**src/rtl/a1339_position_tracker.sv**
```systemverilog
// Unwraps a time-multiplexed stream of raw angle samples into per-sensor signed multi-turn
// positions and fixed-window velocities. Optional glitch rejection: A1339_TRACKER_GLITCH_REJECT_EN.
module a1339_position_tracker #(
  parameter int NUMBER_OF_SENSORS      = 1,
  parameter int ANGLE_BITS             = 12,
  parameter int VELOCITY_WINDOW_CYCLES = 50_000,
  parameter int MAX_STEP               = 256
) (
  input  logic                            clock,
  input  logic                            reset,
  input  logic                            sample_valid,
  input  logic [7:0]                      sample_sensor,
  input  logic [ANGLE_BITS-1:0]           sample_angle,
  input  logic                            sample_crc_ok,
  input  logic                            zero_offset,
  output logic                            sample_ready,
  output logic [32*NUMBER_OF_SENSORS-1:0] position,
  output logic [32*NUMBER_OF_SENSORS-1:0] velocity,
  output logic [NUMBER_OF_SENSORS-1:0]    update,
  output logic                            velocity_update,
  output logic [16*NUMBER_OF_SENSORS-1:0] error_count
);
  localparam int N  = NUMBER_OF_SENSORS;
  localparam int CW = (VELOCITY_WINDOW_CYCLES > 1) ? $clog2(VELOCITY_WINDOW_CYCLES) : 1;

  typedef enum logic [1:0] {IDLE, DIFF, ACCUM} state_t;

  state_t                state;
  logic [7:0]            sensor_p0;
  logic [ANGLE_BITS-1:0] angle_p0;
  logic                  crc_p0;
  logic signed [31:0]    delta_p1;
  logic [CW-1:0]         win_cnt;
  logic                  win_end;
  logic [ANGLE_BITS-1:0] prev_sel;

  logic signed [31:0]    raw      [N];
  logic signed [31:0]    raw_nxt  [N];
  logic signed [31:0]    offset   [N];
  logic signed [31:0]    off_nxt  [N];
  logic signed [31:0]    snap     [N];
  logic signed [31:0]    pos      [N];
  logic signed [31:0]    vel      [N];
  logic [ANGLE_BITS-1:0] prev     [N];
  logic [ANGLE_BITS-1:0] prev_nxt [N];
  logic [15:0]           err      [N];
  logic [15:0]           err_nxt  [N];
  logic [N-1:0]          init;
  logic [N-1:0]          init_nxt;
  logic [N-1:0]          upd_nxt;

  // Shortest-path difference on the circle, as a signed 32-bit step.
  function automatic logic signed [31:0] wrap_delta(input logic [ANGLE_BITS-1:0] cur,
                                                    input logic [ANGLE_BITS-1:0] old);
    logic [ANGLE_BITS-1:0] d;
    d = cur - old;
    return $signed({{(32-ANGLE_BITS){d[ANGLE_BITS-1]}}, d});
  endfunction

  function automatic logic step_ok(input logic signed [31:0] d);
    return (d <= MAX_STEP) && (d >= -MAX_STEP);
  endfunction

  function automatic logic [15:0] sat_inc(input logic [15:0] c);
    return (c == 16'hFFFF) ? c : c + 16'd1;
  endfunction

  assign sample_ready = (state == IDLE) || reset;
  assign win_end      = (win_cnt == CW'(VELOCITY_WINDOW_CYCLES - 1));

  always_comb begin
    prev_sel = '0;
    init_nxt = init;
    upd_nxt  = '0;
    for (int k = 0; k < N; k++) begin
      raw_nxt[k]  = raw[k];
      prev_nxt[k] = prev[k];
      err_nxt[k]  = err[k];
      if (32'(sensor_p0) == k) prev_sel = prev[k];
      if (state == ACCUM && 32'(sensor_p0) == k) begin
        if (!crc_p0) begin
          err_nxt[k] = sat_inc(err[k]);
        end else if (!init[k]) begin
          raw_nxt[k]  = $signed({{(32-ANGLE_BITS){1'b0}}, angle_p0});
          prev_nxt[k] = angle_p0;
          init_nxt[k] = 1'b1;
          upd_nxt[k]  = 1'b1;
`ifdef A1339_TRACKER_GLITCH_REJECT_EN
        end else if (!step_ok(delta_p1)) begin
          err_nxt[k] = sat_inc(err[k]);
`endif
        end else begin
          raw_nxt[k]  = raw[k] + delta_p1;
          prev_nxt[k] = angle_p0;
          upd_nxt[k]  = 1'b1;
        end
      end
      // Zeroing captures the post-accumulate raw so a coincident sample reads 0 too.
      off_nxt[k] = zero_offset ? raw_nxt[k] : offset[k];
    end
  end

  always_ff @(posedge clock) begin
    if (reset) begin
      state           <= IDLE;
      sensor_p0       <= '0;
      angle_p0        <= '0;
      crc_p0          <= 1'b0;
      delta_p1        <= '0;
      win_cnt         <= '0;
      velocity_update <= 1'b0;
      update          <= '0;
      init            <= '0;
      for (int k = 0; k < N; k++) begin
        raw[k]    <= '0;
        offset[k] <= '0;
        snap[k]   <= '0;
        pos[k]    <= '0;
        vel[k]    <= '0;
        prev[k]   <= '0;
        err[k]    <= '0;
      end
    end else begin
      update          <= upd_nxt;
      init            <= init_nxt;
      velocity_update <= win_end;
      win_cnt         <= win_end ? '0 : win_cnt + CW'(1);
      for (int k = 0; k < N; k++) begin
        raw[k]    <= raw_nxt[k];
        prev[k]   <= prev_nxt[k];
        err[k]    <= err_nxt[k];
        offset[k] <= off_nxt[k];
        pos[k]    <= raw_nxt[k] - off_nxt[k];
        // Window snapshot uses the pre-update raw; a coincident sample lands in the next window.
        if (win_end) begin
          vel[k]  <= raw[k] - snap[k];
          snap[k] <= raw[k];
        end
      end
      case (state)
        // p0: capture the accepted sample
        IDLE: begin
          if (sample_valid && 32'(sample_sensor) < N) begin
            sensor_p0 <= sample_sensor;
            angle_p0  <= sample_angle;
            crc_p0    <= sample_crc_ok;
            state     <= DIFF;
          end
        end
        // p1: wrapped difference against the sensor's previous angle
        DIFF: begin
          delta_p1 <= wrap_delta(angle_p0, prev_sel);
          state    <= ACCUM;
        end
        ACCUM:   state <= IDLE;
        default: state <= IDLE;
      endcase
    end
  end

  always_comb begin
    for (int k = 0; k < N; k++) begin
      position[32*k +: 32]    = pos[k];
      velocity[32*k +: 32]    = vel[k];
      error_count[16*k +: 16] = err[k];
    end
  end

endmodule
```
**config.mk**
```make
export PLATFORM = sky130hd
export DESIGN_NAME = a1339_position_tracker
export DESIGN_NICKNAME = d
export VERILOG_FILES = /design/src/rtl/a1339_position_tracker.sv
export SDC_FILE = /design/constraint.sdc
export NUM_CORES = 1
export LEC_CHECK = 0
export BUFFER_PORTS_ARGS = -buffer_cell sky130_fd_sc_hd__buf_2
export CORE_UTILIZATION = 25
export CTS_CLUSTER_DIAMETER = 100
export DETAILED_ROUTE_END_ITERATION = 16
export PLACE_DENSITY_LB_ADDON = 0.25
export REMOVE_ABC_BUFFERS = 1
export SYNTH_ARGS = -nofsm -noshare
export SYNTH_HDL_FRONTEND = slang
export SYNTH_SLANG_ARGS = --single-unit
```
**constraint.sdc**
```tcl
create_clock -name clock -period 7.6 [get_ports clock]
set_input_delay 0.38 -clock clock [delete_from_list [all_inputs] [get_ports clock]]
set_output_delay 0.38 -clock clock [all_outputs]
set_load 0.01 [all_outputs]
```
==> results.md <==
* Worst-Margin Slew at 1.18 ns
* CP Launch Type: register
* Share of cells above drive strength 1 at 0.111
* Post-synth EDFFs at 64
* Initial Util at 0.255
* Rows at 85
* Placed cells at 2360
* Routed met1 length at 17100 µm
* Remaining DRCs at 0
* Ys flop type: dfxtp_1
* Finished Layout Cells at 2413
* Slew Viols, Final at 0
* Metal2 WL at 15500 µm
* GP Congestion at 0.894
* Rel. slew slack at 0.213
* Max clock buf depth at 3
* Syn avg cell area at 8.84 µm²
* Register area share after synthesis at 0.395
* Vias/cell at 4.55
* Die ar. at 56400 µm²
* Layout area overhead at 16.4%
* Period utilization at 0.763
* Required time of the critical path at 8.06 ns
* GR Util All Layers at 0.123
* Number of diodes at 0
* Detail Placement HPWL at 25700 µm
* FILL cells at 5734
* Port bufs at 107
* Vias at 11000
* Depth of the worst hold-timing path at 3
* Largest net degree at the start of global routing at 79
* Post-CTS Setup Bufs at 0
* Critical-path maximum fanout at 40
* # hold bufs at CTS at 0
* Reg clk slew, reported paths at 0.06 ns
* Vias in the first global route at 10700
* RSZ-0062 raised after global routing: false
* CP Data Arrival Time at 6.26 ns
* Crit Path Class: reg -> reg
* Worst-case reg-to-reg path depth at 17
* Die Ht at 238 µm
* Peak VDD IR at 0.000180 V
* Met3 wire length at 1680 µm
* Flops & latches, synth at 242
* Final Skew at 0.0250 ns
* Largest cells by area after synthesis: dfxtp_1 (26%), edfxtp_1 (14%), ha_1 (9.6%)
* Nets at 1787
* GR Overflow Total at 0
* Cells after Synth at 1569
* Yosys cell types at 76
* Io pins at 108
* MaxCap Viol Count at 0
* Routed Antenna Nets at 0
* Core area at 54300 µm²
* Sink Count at 242
* Highest metal used: met4
* Yosys warns at 0
* CP endpoint kind: register
* Resized Gates After CTS at 0
* Synth async-reset ratio at 0
* Yosys top cell area share at 0.257
* FMAX at 172 MHz
* Pwr Density at 185 nW/µm²
* Clock Latency Late Sink at 0.57 ns
* First-pass GRT wire length at 56500 µm
* Area of the mapped netlist at 13900 µm²
* Post-route minimum period at 5.80 ns
* Status: finished, final reports clean
* Die width at 238 µm
* Final hold vios at 0
* Min-delay worst type: in -> reg
* Detailed Routing Iterations Pass 1 at 5
* Final setup viols at 0
* Initial antenna violation count at 0
* P_leak at 0.00712 µW
* Initial DRC count at 584
* Total wire length at 35100 µm
* Clock buffer count from CTS at 29
* Setup TNS at 0 ns
* DR WL/cell at 14.5 µm
* CTS tree: done
* Root buffer cell: clkbuf_16
* H-tree Lvls at 1
* Yosys top cell by area: dfxtp_1
-- layout by cell type (no fill, tap or decap), drive strengths merged, types with 6 or more instances in the layout --
| cell type | count |
|---|---|
| o21bai | 12 |
| nor2b | 13 |
| nor3b | 8 |
| nand2b | 15 |
| nor4 | 6 |
| clkbuf | 49 |
| edfxtp | 64 |
| nor2 | 190 |
| xnor2 | 57 |
| a22oi | 13 |
| inv | 85 |
| o21ai | 91 |
| or3 | 14 |
| dfxtp | 178 |
| xor2 | 44 |
| nor4b | 8 |
| nor3 | 15 |
| a21oi | 113 |
| and2 | 55 |
| a31oi | 10 |
| a211oi | 26 |
| ha | 106 |
| nand3 | 38 |
| nand4 | 9 |
| buf | 116 |
| nand2 | 131 |
| o21a | 15 |
| mux2i | 41 |
| and3 | 26 |
| a21o | 51 |
| o211ai | 6 |
-- metrics by stage --
step | total power (µW) | hold slack [ns] | utilization | worst slack [ns] | area, µm²
5_1_grt | 3120 | 0.0496 | 0.297 | 1.29 | 16100
2_1_floorplan | 1490 | 0.426 | - | 2.39 | 13600
3_3_place_gp | 1560 | 0.442 | 0.279 | 1.82 | 15100
4_1_cts | 3040 | 0.0387 | 0.297 | 1.74 | 16100
3_5_place_dp | 1560 | 0.449 | 0.279 | 1.74 | 15100
6_report | 2980 | 0.0599 | 0.297 | 1.80 | 16100
-- cell families after synthesis --
logic type | after synthesis | synth area share
multiplexers | 43 | 0.0312
buffers and inverters | 149 | 0.0418
XOR/XNOR | 101 | 0.0638
flip-flops | 242 | 0.395
adder cells (fa/ha/maj) | 110 | 0.101
AND/OR/NAND/NOR | 547 | 0.190
AO/OA/AOI/OAI | 377 | 0.176
-- Yosys cell counts (3+ instances only) --
master     count
o21ai_0       86
nor2b_1       13
and3_1        26
or2_2          3
or4_1          4
nor2_1       190
a21o_1        51
nand3b_1       4
buf_1          6
nand2b_1      15
o211ai_1       6
clkbuf_1      44
or3_1         13
a21oi_2        3
dfxtp_1      178
o21ai_1        5
buf_2         13
a211oi_1      25
nand2_1      130
ha_1         106
o31a_1         3
fa_1           4
xnor2_1       57
nand4_1        9
nor4_1         6
and4_1         5
mux2i_1       41
nor3_1        15
a31oi_1       10
nor3b_1        7
inv_1         85
o21bai_1      12
and2_1        55
xor2_1        44
o2111ai_1      5
nor4b_1        7
a21oi_1      110
edfxtp_1      64
nand3_1       37
a22oi_1       11
o21a_1        15
-- layout make-up --
type                    instances  area (µm²)  share of cell area
multi-input cells            1178        7820               0.484
clock buffers                  49         902              0.0559
well taps                     739         925              0.0573
repair buffers                116         606              0.0375
flip-flops and latches        242        5490               0.340
inverters                      85         319              0.0198
clock inverters                 4        95.1             0.00589
-- layer usage --
metal  vias up  global-route usage
li1       5679                   -
met1      5041               0.167
met2       203               0.199
met3        52              0.0206
met4         0              0.0366
met5         -                   0
-- worst max-delay path: stages (launching register included) --
cell	delay, ns
dfxtp_1	0.31
or4_1	0.56
nor4b_2	0.47
nand2_2	0.33
buf_4	0.38
o21ai_0	0.65
mux2i_1	0.30
ha_1	0.36
nor2b_1	0.14
o31a_1	0.29
o31ai_2	0.44
nand3_2	0.19
a2111oi_4	0.45
o311ai_2	0.17
a21o_1	0.21
a21oi_2	0.14
nor2_1	0.05
mux2_2	0.27
-- state kept, by name, summed over array words and instances, names as in the netlist --
register,count
crc_p0,1
vel,32
velocity_update,1
pos,32
err,16
state,2
raw,32
sensor_p0,8
delta_p1,12
win_cnt,16
prev,12
update,1
snap,32
offset,32
angle_p0,12
init,1
-- path summary, 6_finish.rpt --
path	slack, ns	endpoint	startpoint
min reg2reg	0.46	prev[0][0]	prev[0][0]
max reg2reg	1.80	pos[0][31]	sensor_p0[4]
min	0.06	angle_p0[2]	sample_angle[2]
max	1.80	pos[0][31]	sensor_p0[4]
-- power by group --
group	internal, µW	total (µW)	switching, µW	leakage [µW]
combinational	64.5	169	105	0.00454
clock	900	1450	553	0.000487
sequential	1350	1360	10.2	0.00209
total	2320	2980	668	0.00712
No activity file was read; power rests on OpenSTA's default activity.
